$ cat src/rtl/quad_updown_decoder.sv
// Quadrature (A/B) phase decoder with a wrapping up/down position count.
//
// Ports:
//   clk     - single clock, all logic on the rising edge
//   rst     - asynchronous, active-low reset
//   enable  - 1: legal steps update count/dir/step; 0: phase tracked only
//   clear   - synchronous count clear, active-high, beats a same-cycle step
//   quad_a  - phase A, asynchronous to clk
//   quad_b  - phase B, asynchronous to clk
//   count   - WIDTH-bit position count, wraps modulo 2**WIDTH
//   dir     - direction of the last counted step (1 = up, 0 = down)
//   step    - one-cycle pulse per counted step
//   err     - one-cycle pulse when both phases change in the same sample
module quad_updown_decoder #(
    parameter int unsigned WIDTH       = 4,
    parameter int unsigned SYNC_STAGES = 2
) (
    input  logic             clk,
    input  logic             rst,
    input  logic             enable,
    input  logic             clear,
    input  logic             quad_a,
    input  logic             quad_b,
    output logic [WIDTH-1:0] count,
    output logic             dir,
    output logic             step,
    output logic             err
);

    typedef enum logic {
        PRIME,
        TRACK
    } state_e;

    // PRIME is held until the synchronizers have been refilled with real pin
    // levels; otherwise their reset zeros would look like motion from 00.
    localparam logic [2:0] PRIME_LAST = 3'(SYNC_STAGES);

    state_e state_q, state_d;

    logic [SYNC_STAGES-1:0] a_sync_q;
    logic [SYNC_STAGES-1:0] b_sync_q;
    logic [1:0]             ab_s;

    logic [1:0]       prev_ab_q, prev_ab_d;
    logic [2:0]       prime_cnt_q, prime_cnt_d;
    logic [WIDTH-1:0] count_q, count_d;
    logic             dir_q, dir_d;
    logic             step_q, step_d;
    logic             err_q, err_d;

    logic fwd;
    logic rev;
    logic dbl;

    // ------------------------------------------------------------------
    // Input synchronizers
    // ------------------------------------------------------------------
    always_ff @(posedge clk or negedge rst) begin
        if (!rst) begin
            a_sync_q <= '0;
            b_sync_q <= '0;
        end else begin
            a_sync_q <= {a_sync_q[SYNC_STAGES-2:0], quad_a};
            b_sync_q <= {b_sync_q[SYNC_STAGES-2:0], quad_b};
        end
    end

    assign ab_s = {a_sync_q[SYNC_STAGES-1], b_sync_q[SYNC_STAGES-1]};

    // ------------------------------------------------------------------
    // FSM: state register
    // ------------------------------------------------------------------
    always_ff @(posedge clk or negedge rst) begin
        if (!rst) begin
            state_q     <= PRIME;
            prime_cnt_q <= '0;
            prev_ab_q   <= '0;
        end else begin
            state_q     <= state_d;
            prime_cnt_q <= prime_cnt_d;
            prev_ab_q   <= prev_ab_d;
        end
    end

    // ------------------------------------------------------------------
    // FSM: next-state logic
    // ------------------------------------------------------------------
    always_comb begin
        state_d     = state_q;
        prime_cnt_d = prime_cnt_q;
        // prev_ab follows the synchronized phase every cycle, including
        // while disabled, so re-enabling never counts stale motion.
        prev_ab_d   = ab_s;
        case (state_q)
            PRIME: begin
                if (prime_cnt_q == PRIME_LAST) begin
                    state_d = TRACK;
                end else begin
                    prime_cnt_d = prime_cnt_q + 3'd1;
                end
            end
            TRACK: begin
                state_d = TRACK;
            end
            default: begin
                state_d = PRIME;
            end
        endcase
    end

    // ------------------------------------------------------------------
    // Transition decode (Gray order 00->01->11->10->00 is up)
    // ------------------------------------------------------------------
    always_comb begin
        fwd = 1'b0;
        rev = 1'b0;
        case ({prev_ab_q, ab_s})
            4'b0001, 4'b0111, 4'b1110, 4'b1000: fwd = 1'b1;
            4'b0100, 4'b1101, 4'b1011, 4'b0010: rev = 1'b1;
            default: begin
                fwd = 1'b0;
                rev = 1'b0;
            end
        endcase
        dbl = &(prev_ab_q ^ ab_s);
    end

    // ------------------------------------------------------------------
    // FSM: output logic
    // ------------------------------------------------------------------
    always_comb begin
        count_d = count_q;
        dir_d   = dir_q;
        step_d  = 1'b0;
        err_d   = 1'b0;
        if (state_q == TRACK) begin
            if (dbl) begin
                err_d = 1'b1;
            end else if ((fwd || rev) && enable) begin
                step_d  = 1'b1;
                dir_d   = fwd;
                count_d = fwd ? count_q + WIDTH'(1) : count_q - WIDTH'(1);
            end
        end
        // A same-cycle step is still reported on step/dir, just not accumulated.
        if (clear) begin
            count_d = '0;
        end
    end

    always_ff @(posedge clk or negedge rst) begin
        if (!rst) begin
            count_q <= '0;
            dir_q   <= 1'b1;
            step_q  <= 1'b0;
            err_q   <= 1'b0;
        end else begin
            count_q <= count_d;
            dir_q   <= dir_d;
            step_q  <= step_d;
            err_q   <= err_d;
        end
    end

    assign count = count_q;
    assign dir   = dir_q;
    assign step  = step_q;
    assign err   = err_q;

endmodule
$ cat config.mk
export PLATFORM = sky130hd
export DESIGN_NAME = quad_updown_decoder
export DESIGN_NICKNAME = d
export VERILOG_FILES = /design/src/rtl/quad_updown_decoder.sv
export SDC_FILE = /design/constraint.sdc
export NUM_CORES = 1
export LEC_CHECK = 0
export BUFFER_PORTS_ARGS = -buffer_cell sky130_fd_sc_hd__buf_4
export CAP_MARGIN = 20
export CORE_MARGIN = 4
export CORE_UTILIZATION = 48
export DETAILED_ROUTE_END_ITERATION = 10
export PLACE_DENSITY = 0.7
export SYNTH_ARGS = -nofsm -noshare
export SYNTH_HDL_FRONTEND = slang
export SYNTH_SLANG_ARGS = --single-unit
$ cat constraint.sdc
create_clock -name clk -period 6.4 [get_ports clk]
set_input_delay 0.96 -clock clk [delete_from_list [all_inputs] [get_ports clk]]
set_output_delay 0.96 -clock clk [all_outputs]
set_load 0.05 [all_outputs]
==> run summary, run 1 <==
Hold Crit Depth: 0
Final ANT Viol Nets: 0
mux contribution to synthesized area: 0.0194
drt drc: 0
core area: 1510 um2
vias post-DR: 490
Initial Util: 0.513
nets: 89
fin crit share: 0.364
Synth Area in XOR/XNOR: 0.121
post-CTS setup buffer count: 0
worst r2r path cells: 7
clk_skew: 0.00223 ns
Switching Share: 0.335
share of cells above drive strength 1: 0.312
number of synthesized flops with an enable pin: 0
Setup-failing EPs final: 0
Endpoint, Worst Hold: a_sync_q[1]$_DFF_PN0_
GRT overflow: 0
number of buffers created by CTS: 3
# resized after CTS: 0
Root Buffer: clkbuf_4
leakage: 0.000403 uW
Compound-Gate Fraction of Synth Area: 0.115
global-route wire length before repair: 1950 um
Logic pwr share: 0.293
Clk Latency, worst-skew pair: 0.28 ns
CP top delay family: compound AO/OA/AOI/OAI gates
Pint: 167 uW
Critical-path top delay cell: dfrtp_1
P per Cell Area: 276 nW/um2
Arr. time, crit path: 2.50 ns
Slew Limit Fails: 0
Critical Path End Type: flop
fraction of the mapped netlist area in simple logic gates: 0.0874
io pins: 13
hold_sp: a_sync_q[0]$_DFF_PN0_
pre-CTS WS: 4.07 ns
Iteration-0 DRC Markers: 5
1st-pass router iterations: 2
TritonCTS clock tree: done
vias in the first global route: 464
via/cell ratio: 5.27
sw power: 84.3 uW
initial antenna violation count: 0
R2R setup slack: 4.07 ns
min-delay worst type: reg -> reg
RePlAce Congestion: 0.772
Synth Area in Adders: 0.0906
top post-synthesis cells by area: dfrtp_1 52%, xnor2_1 6.8%, ha_1 6.5%
Final TNS setup: 0 ns
Max Cap Viol: 0
run status: complete, no violations
Clk pwr share: 0.217
CTS sink count: 17
WP data required: 6.58 ns
post-synthesis net count: 72
crit path buf inv count: 0
most common cell in the synthesized netlist: dfrtp_1
Seq/Total Area, Yosys: 0.552
Worst R2R End: count[3]$_DFFE_PN0P_
r2r startpoint: a_sync_q[1]$_DFF_PN0_
CTS clk-pin slew, worst paths: 0.09 ns
detailed placer's ending HPWL: 898 um
Die Ht: 48.1 um
H-tree levels: 1
Buffers on Ports: 12
worst IR drop on VDD: 0.202 mV
Avg Cell Area, Syn: 12.7 um2
max_slew headroom: 0.750
post-synth top area share: 0.518
site row count: 14
largest family of logic cells by synthesized area: XOR/XNOR gates
Synth Register Bits: 17
final worst setup slack: 4.07 ns
largest net degree at the start of global routing: 18
Fin. Hold Viols: 0
CP max FO: 4
Syn-to-layout area delta: 17.8%
final core occ: 0.605
unique cell type count in the Yosys netlist: 25
Hold Buf Count CTS: 0
die area: 2320 um2
Synth top cells by count: 16 x dfrtp_1, 6 x xnor2_1, 5 x a21oi_1
Placed Cells: 89
Max Clk Rate: 430 MHz
final hold slack: 0.354 ns
diode count: 0
drt total wl: 1170 um
Least-Margin Pin Slew: 0.372 ns
CTS Buffer Depth: 2
worst setup path class: reg -> reg
drt wl/cell: 12.6 um
CP Launch Type: flop
die width: 48.1 um
global-route usage over all layers: 0.131
Max stage delay on crit path: 0.43 ns
Most used DFF post-synth: dfrtp_1
Mapped Area: 773 um2
Post-synth ARST share: 1.00
Post-Syn Instances: 61
Reg power frac: 0.490
Final min period: 2.33 ns
unrepaired setup endpoints after global routing: false
critical path, cell by cell: xor2_1 > or2_2 > ha_1 > a21oi_1 > a211o_1 > a211oi_2 > mux2_4
area leader, netlist: dfrtp_1
yosys warns: 0
Final Non-Filler Cells: 93
through the flow:
stage | total power (uW) | instance area (um2)
finish | 252 | 911
global route | 269 | 911
CTS | 257 | 911
detailed placement | 200 | 883
global placement | 199 | 883
floorplan | 178 | 773
worst max path at each step:
stage	from	slack (ns)	cells past startpoint	end
3_3_place_gp	a_sync_q[1]$_DFF_PN0_	4.12	7	count[3]$_DFFE_PN0P_
4_1_cts	a_sync_q[1]$_DFF_PN0_	4.06	7	count[3]$_DFFE_PN0P_
2_1_floorplan	a_sync_q[1]$_DFF_PN0_	4.16	7	count[3]$_DFFE_PN0P_
3_5_place_dp	a_sync_q[1]$_DFF_PN0_	4.07	7	count[3]$_DFFE_PN0P_
6_report	a_sync_q[1]$_DFF_PN0_	4.07	7	count[3]$_DFFE_PN0P_
5_1_grt	a_sync_q[1]$_DFF_PN0_	3.96	7	count[3]$_DFFE_PN0P_
layout make-up:
class | instances | area [um2]
flip-flops and latches | 17 | 427
inverters | 3 | 11.3
repair buffers | 12 | 90.1
clock buffers | 3 | 22.5
clock inverters | 1 | 5.00
multi-input cells | 41 | 335
fillers | 132 | 596
well taps | 16 | 20.0
power by group through the flow:
| stage | clock, uW | sequential, uW | combinational, uW |
|---|---|---|---|
| final | 54.5 | 123 | 73.7 |
| after global routing | 63.5 | 125 | 80.6 |
| after CTS | 58.4 | 124 | 74.6 |
| after detailed placement | 0 | 126 | 74.3 |
| after global placement | 0 | 126 | 73.7 |
| after floorplan | 0 | 148 | 30.0 |
cell usage in the layout (no fill, tap or decap), drive strengths merged, types with 2 or more instances in the layout:
| master | n |
|---|---|
| xnor2 | 6 |
| nor2 | 2 |
| inv | 3 |
| a211oi | 2 |
| clkbuf | 3 |
| buf | 12 |
| o21ai | 4 |
| xor2 | 3 |
| ha | 4 |
| dfrtp | 16 |
| a21oi | 5 |
| nand2 | 2 |
| nand3 | 2 |
cell families (layout without fill, tap and decap cells):
| kind of cell | after synthesis | after routing |
|---|---|---|
| buffers and inverters | 3 | 19 |
| adder cells (fa/ha/maj) | 5 | 5 |
| AO/OA/AOI/OAI | 14 | 14 |
| AND/OR/NAND/NOR | 12 | 12 |
| flip-flops | 17 | 17 |
| XOR/XNOR | 9 | 9 |
| multiplexers | 1 | 1 |
registers in the layout, summed over array words and instances, names as in the netlist:
name         cells
count            4
prime_cnt_q      3
a_sync_q         2
b_sync_q         2
prev_ab_q        2
dir              1
err              1
state_q          1
step             1
layer usage:
metal | vias to the layer above | GRT usage | wire, um
met3 | 2 | 0.0554 | 66
met2 | 10 | 0.208 | 587
met1 | 236 | 0.151 | 507
li1 | 242 | - | -
met5 | - | 0 | 0
met4 | 0 | 0.0645 | 12
(Power assumes the default switching activity.)
==> run 2, diff against run 1 <==
==> constraint.sdc (replaced) <==
create_clock -name clk -period 2.45 [get_ports clk]
set_input_delay 0.3675 -clock clk [delete_from_list [all_inputs] [get_ports clk]]
set_output_delay 0.3675 -clock clk [all_outputs]
set_load 0.05 [all_outputs]
==> run 2 against run 1 <==
Global-route usage increased by 0.15 points; power grew to 2.6 times the previous value; hold slack lost 0.17 ns; largest cell class unchanged.
==> run summary, run 2 (same netlist as run 1, synthesis figures left out) <==
run status: complete, no violations
global-route usage over all layers: 0.132
drt wl/cell: 12.6 um
core area: 1510 um2
Switching Share: 0.335
diode count: 0
sw power: 221 uW
WP data required: 2.63 ns
via/cell ratio: 5.27
most frequent cells in the layout: 16 x dfrtp_1, 12 x buf_4, 6 x xnor2_1, 5 x a21oi_1
register area: 427 um2
Syn-to-layout area delta: 19.1%
1st-pass router iterations: 2
Iteration-0 DRC Markers: 5
vias post-DR: 495
Max Cap Viol: 0
multi-input logic area: 335 um2
critical path, cell by cell: xor2_1 > or2_2 > ha_1 > a21oi_1 > a211o_1 > a211oi_2 > mux2_4
Pint: 438 uW
Arr. time, crit path: 2.50 ns
Final min period: 2.33 ns
TritonCTS clock tree: done
Final ANT Viol Nets: 0
detailed placer's ending HPWL: 898 um
drt drc: 0
CP Launch Type: flop
initial antenna violation count: 0
final core occ: 0.611
leakage: 0.000407 uW
die area: 2320 um2
site row count: 14
global-route wire length before repair: 1980 um
CTS clk-pin slew, worst paths: 0.09 ns
GRT overflow: 0
crit path buf inv count: 0
Setup-failing EPs final: 0
Clk pwr share: 0.216
max_slew headroom: 0.751
P per Cell Area: 715 nW/um2
drt total wl: 1180 um
max reg flops: 4
Logic pwr share: 0.294
commonest non-fill, non-tap cell in the layout: dfrtp_1
Final TNS setup: 0 ns
Max Clk Rate: 430 MHz
fin crit share: 0.950
Fin. Hold Viols: 0
Slew Limit Fails: 0
post-CTS setup buffer count: 0
share of cells above drive strength 1: 0.308
Least-Margin Pin Slew: 0.371 ns
largest net degree at the start of global routing: 18
Root Buffer: clkbuf_4
Critical-path top delay cell: dfrtp_1
nets: 90
RePlAce Congestion: 0.772
worst IR drop on VDD: 0.524 mV
number of fillers in the final layout: 132
CP top delay family: compound AO/OA/AOI/OAI gates
Critical Path End Type: flop
CP max FO: 4
CTS sink count: 17
CTS Buffer Depth: 2
Initial Util: 0.513
clk_skew: 0.00224 ns
vias in the first global route: 474
io pins: 13
Max stage delay on crit path: 0.43 ns
Die Ht: 48.1 um
min-delay worst type: in -> reg
number of buffers created by CTS: 3
die width: 48.1 um
H-tree levels: 1
Buffers on Ports: 12
worst setup path class: reg -> reg
Reg power frac: 0.489
unrepaired setup endpoints after global routing: false
Clk Latency, worst-skew pair: 0.28 ns
==> run 2: cell types whose count changed in the layout (fill, tap and decap cells not counted), sizes merged <==
cell         delta
dlygate4sd3     +1
==> run 2: cell type report <==
| cell class | instances | share of cell area |
|---|---|---|
| clock inverter | 1 | 0.00543 |
| sequential | 17 | 0.463 |
| tap | 16 | 0.0217 |
| multi-input combinational | 41 | 0.364 |
| clock buffer | 3 | 0.0245 |
| timing repair buffer | 13 | 0.109 |
| inverter | 3 | 0.0122 |
==> run 2: path summary, 6_finish.rpt <==
kind / depth (start not counted) / start / end / slack [ns]
max: 7 / a_sync_q[1]$_DFF_PN0_ / count[3]$_DFFE_PN0P_ / 0.12
max in group asynchronous: 2 / rst / dir$_DFFE_PN1P_ / 1.72
max reg2reg: 7 / a_sync_q[1]$_DFF_PN0_ / count[3]$_DFFE_PN0P_ / 0.12
min in group asynchronous: 2 / rst / err$_DFF_PN0_ / 0.48
min reg2reg: 0 / a_sync_q[0]$_DFF_PN0_ / a_sync_q[1]$_DFF_PN0_ / 0.35
min: 1 / quad_b / b_sync_q[0]$_DFF_PN0_ / 0.19
==> run 2: metal layers <==
layer,share of wire,vias to the layer above,global-route usage
li1,-,244,-
met1,0.43,239,0.151
met2,0.50,10,0.214
met3,0.054,2,0.0554
met4,0.010,0,0.0645
met5,0,-,0
==> run 2: metrics by stage <==
step           cell area, um2  instances  hold WS (ns)  power [uW]  worst slack (ns)
2_1_floorplan             773         61        0.0719         466             0.205
4_1_cts                   921         94         0.168         672             0.109
6_report                  921         94         0.186         659             0.123
3_5_place_dp              883         89         0.239         523             0.117
3_3_place_gp              883         89         0.241         521             0.166
5_1_grt                   921         94         0.161         704            0.0108
==> run 2: power by group through the flow <==
stage | sequential [uW] | combinational (uW) | clock, uW
6_report | 322 | 194 | 142
5_1_grt | 326 | 212 | 166
4_1_cts | 323 | 196 | 153
3_5_place_dp | 329 | 194 | 0
3_3_place_gp | 328 | 193 | 0
2_1_floorplan | 387 | 78.4 | 0
==> run 2: timing repair <==
item,in CTS,in global routing
endpoints found under the hold margin,16,0
hold buffers,1,0
resized for setup,0,0
==> run 3, diff against run 2 <==
--- a/config.mk
+++ b/config.mk
@@ -10,6 +10,8 @@
 export CORE_MARGIN = 4
 export CORE_UTILIZATION = 48
 export DETAILED_ROUTE_END_ITERATION = 10
+export GPL_TIMING_DRIVEN = 0
+export HOLD_SLACK_MARGIN = 0.12
 export PLACE_DENSITY = 0.7
 export SYNTH_ARGS = -nofsm -noshare
 export SYNTH_HDL_FRONTEND = slang
==> run 3 against run 2 <==
Via count increased by 1.4%; power increased by 2.6%; wire length increased by 3.3%; critical path depth unchanged; core utilization increased by 1.1 points.
==> run summary, run 3 (same netlist as run 1, synthesis figures left out) <==
io pins: 13
R2R setup slack: 0.14 ns
Fin. Hold Viols: 0
busiest grt layer: met2
Slew Limit Fails: 0
core area: 1510 um2
Critical Path End Type: flop
worst r2r path cells: 7
global-route usage over all layers: 0.129
Initial Util: 0.513
drt drc: 0
met2 global-route usage: 0.224
CTS sink count: 17
final hold slack: 0.181 ns
diode count: 0
Final min period: 2.31 ns
Final TNS setup: 0 ns
Die Ht: 48.1 um
vias in the first global route: 475
number of fillers in the final layout: 133
min-delay worst type: in -> reg
global-route wire length before repair: 1990 um
vias post-DR: 502
run status: complete, no violations
Final ANT Viol Nets: 0
number of buffers created by CTS: 3
Setup-failing EPs final: 0
CP max FO: 4
max_slew headroom: 0.723
nets: 90
Arr. time, crit path: 2.50 ns
largest net degree at the start of global routing: 18
leakage: 0.000408 uW
worst setup path class: reg -> reg
Worst setup endpoint: count[3]$_DFFE_PN0P_
1st-pass router iterations: 4
CTS clk-pin slew, worst paths: 0.10 ns
RePlAce Congestion: 0.777
worst IR drop on VDD: 0.578 mV
site row count: 14
CP Launch Type: flop
max reg flops: 4
met1 GRT Util: 0.140
commonest non-fill, non-tap cell in the layout: dfrtp_1
GRT overflow: 0
Max Clk Rate: 433 MHz
CP Launch Point: a_sync_q[1]$_DFF_PN0_
Clk Latency, worst-skew pair: 0.29 ns
WP data required: 2.64 ns
met3 Usage GRT: 0.0554
die area: 2320 um2
fin crit share: 0.942
die width: 48.1 um
Least-Margin Pin Slew: 0.413 ns
r2r startpoint: a_sync_q[1]$_DFF_PN0_
H-tree levels: 1
most frequent cells in the layout: 16 x dfrtp_1, 12 x buf_4, 6 x xnor2_1, 4 x a21oi_1, 4 x o21ai_0
share of cells above drive strength 1: 0.333
Max Cap Viol: 0
drt total wl: 1220 um
Buffers on Ports: 12
Tot Pwr: 676 uW
unrepaired setup endpoints after global routing: false
drt wl/cell: 13.0 um
detailed placer's ending HPWL: 908 um
Worst R2R End: count[3]$_DFFE_PN0P_
Iteration-0 DRC Markers: 7
CTS Buffer Depth: 2
TritonCTS clock tree: done
clk_skew: 0.00900 ns
initial antenna violation count: 0
final core occ: 0.622
Syn-to-layout area delta: 21.2%
P per Cell Area: 722 nW/um2
via/cell ratio: 5.34
Root Buffer: clkbuf_4
==> run 3: cell counts in the layout (fill, tap and decap cells not counted) <==
Identical to the previous run, type by type.
==> run 3: per-layer routing <==
metal / wire length, um / up-vias
li1: - / 243
met1: 551 / 248
met2: 601 / 11
met3: 69 / 0
met4: 0 / 0
met5: 0 / -
==> run 3: worst min path at each step <==
stage	from	endpoint	slack, ns	depth (start not counted)
floorplan	rst	a_sync_q[0]$_DFF_PN0_	0.07	0
global placement	rst	err$_DFF_PN0_	0.24	1
detailed placement	rst	count[0]$_DFFE_PN0P_	0.24	1
CTS	quad_b	b_sync_q[0]$_DFF_PN0_	0.17	1
global route	quad_b	b_sync_q[0]$_DFF_PN0_	0.16	1
finish	quad_b	b_sync_q[0]$_DFF_PN0_	0.18	1
==> run 3: critical path, cell delays in order (launching register included) <==
cell	delay, ns
dfrtp_1	0.43
xor2_1	0.20
or2_2	0.35
ha_4	0.30
nand3_1	0.10
a211o_1	0.28
a211oi_2	0.23
mux2_4	0.32
==> run 3: per-stage QoR <==
| step | setup WS, ns | std cells | area [um2] |
|---|---|---|---|
| floorplan | 0.205 | 61 | 773 |
| global placement | 0.0948 | 89 | 883 |
| detailed placement | 0.0779 | 89 | 883 |
| CTS | 0.0674 | 94 | 921 |
| global route | 0.0665 | 94 | 937 |
| finish | 0.143 | 94 | 937 |
==> run 3: timing repair <==
action | in CTS | in global routing
endpoints found under the setup margin | 0 | 1
endpoints found under the hold margin | 16 | 0
gates resized for setup | 0 | 2
setup buffers | 0 | 0
hold buffers | 1 | 0
==> run 3: power by group <==
part           internal [uW]  switching [uW]
combinational           78.7             126
clock                   60.7            87.9
sequential               305            17.7
total                    444             232
==> run 3: final cells by class <==
type                       instances  area (um2)  area share
sequential                        17         427       0.455
multi-input combinational         41         352       0.375
timing repair buffer              13         100       0.107
clock buffer                       3        22.5      0.0240
tap                               16        20.0      0.0214
inverter                           3        11.3      0.0120
clock inverter                     1        5.00     0.00534
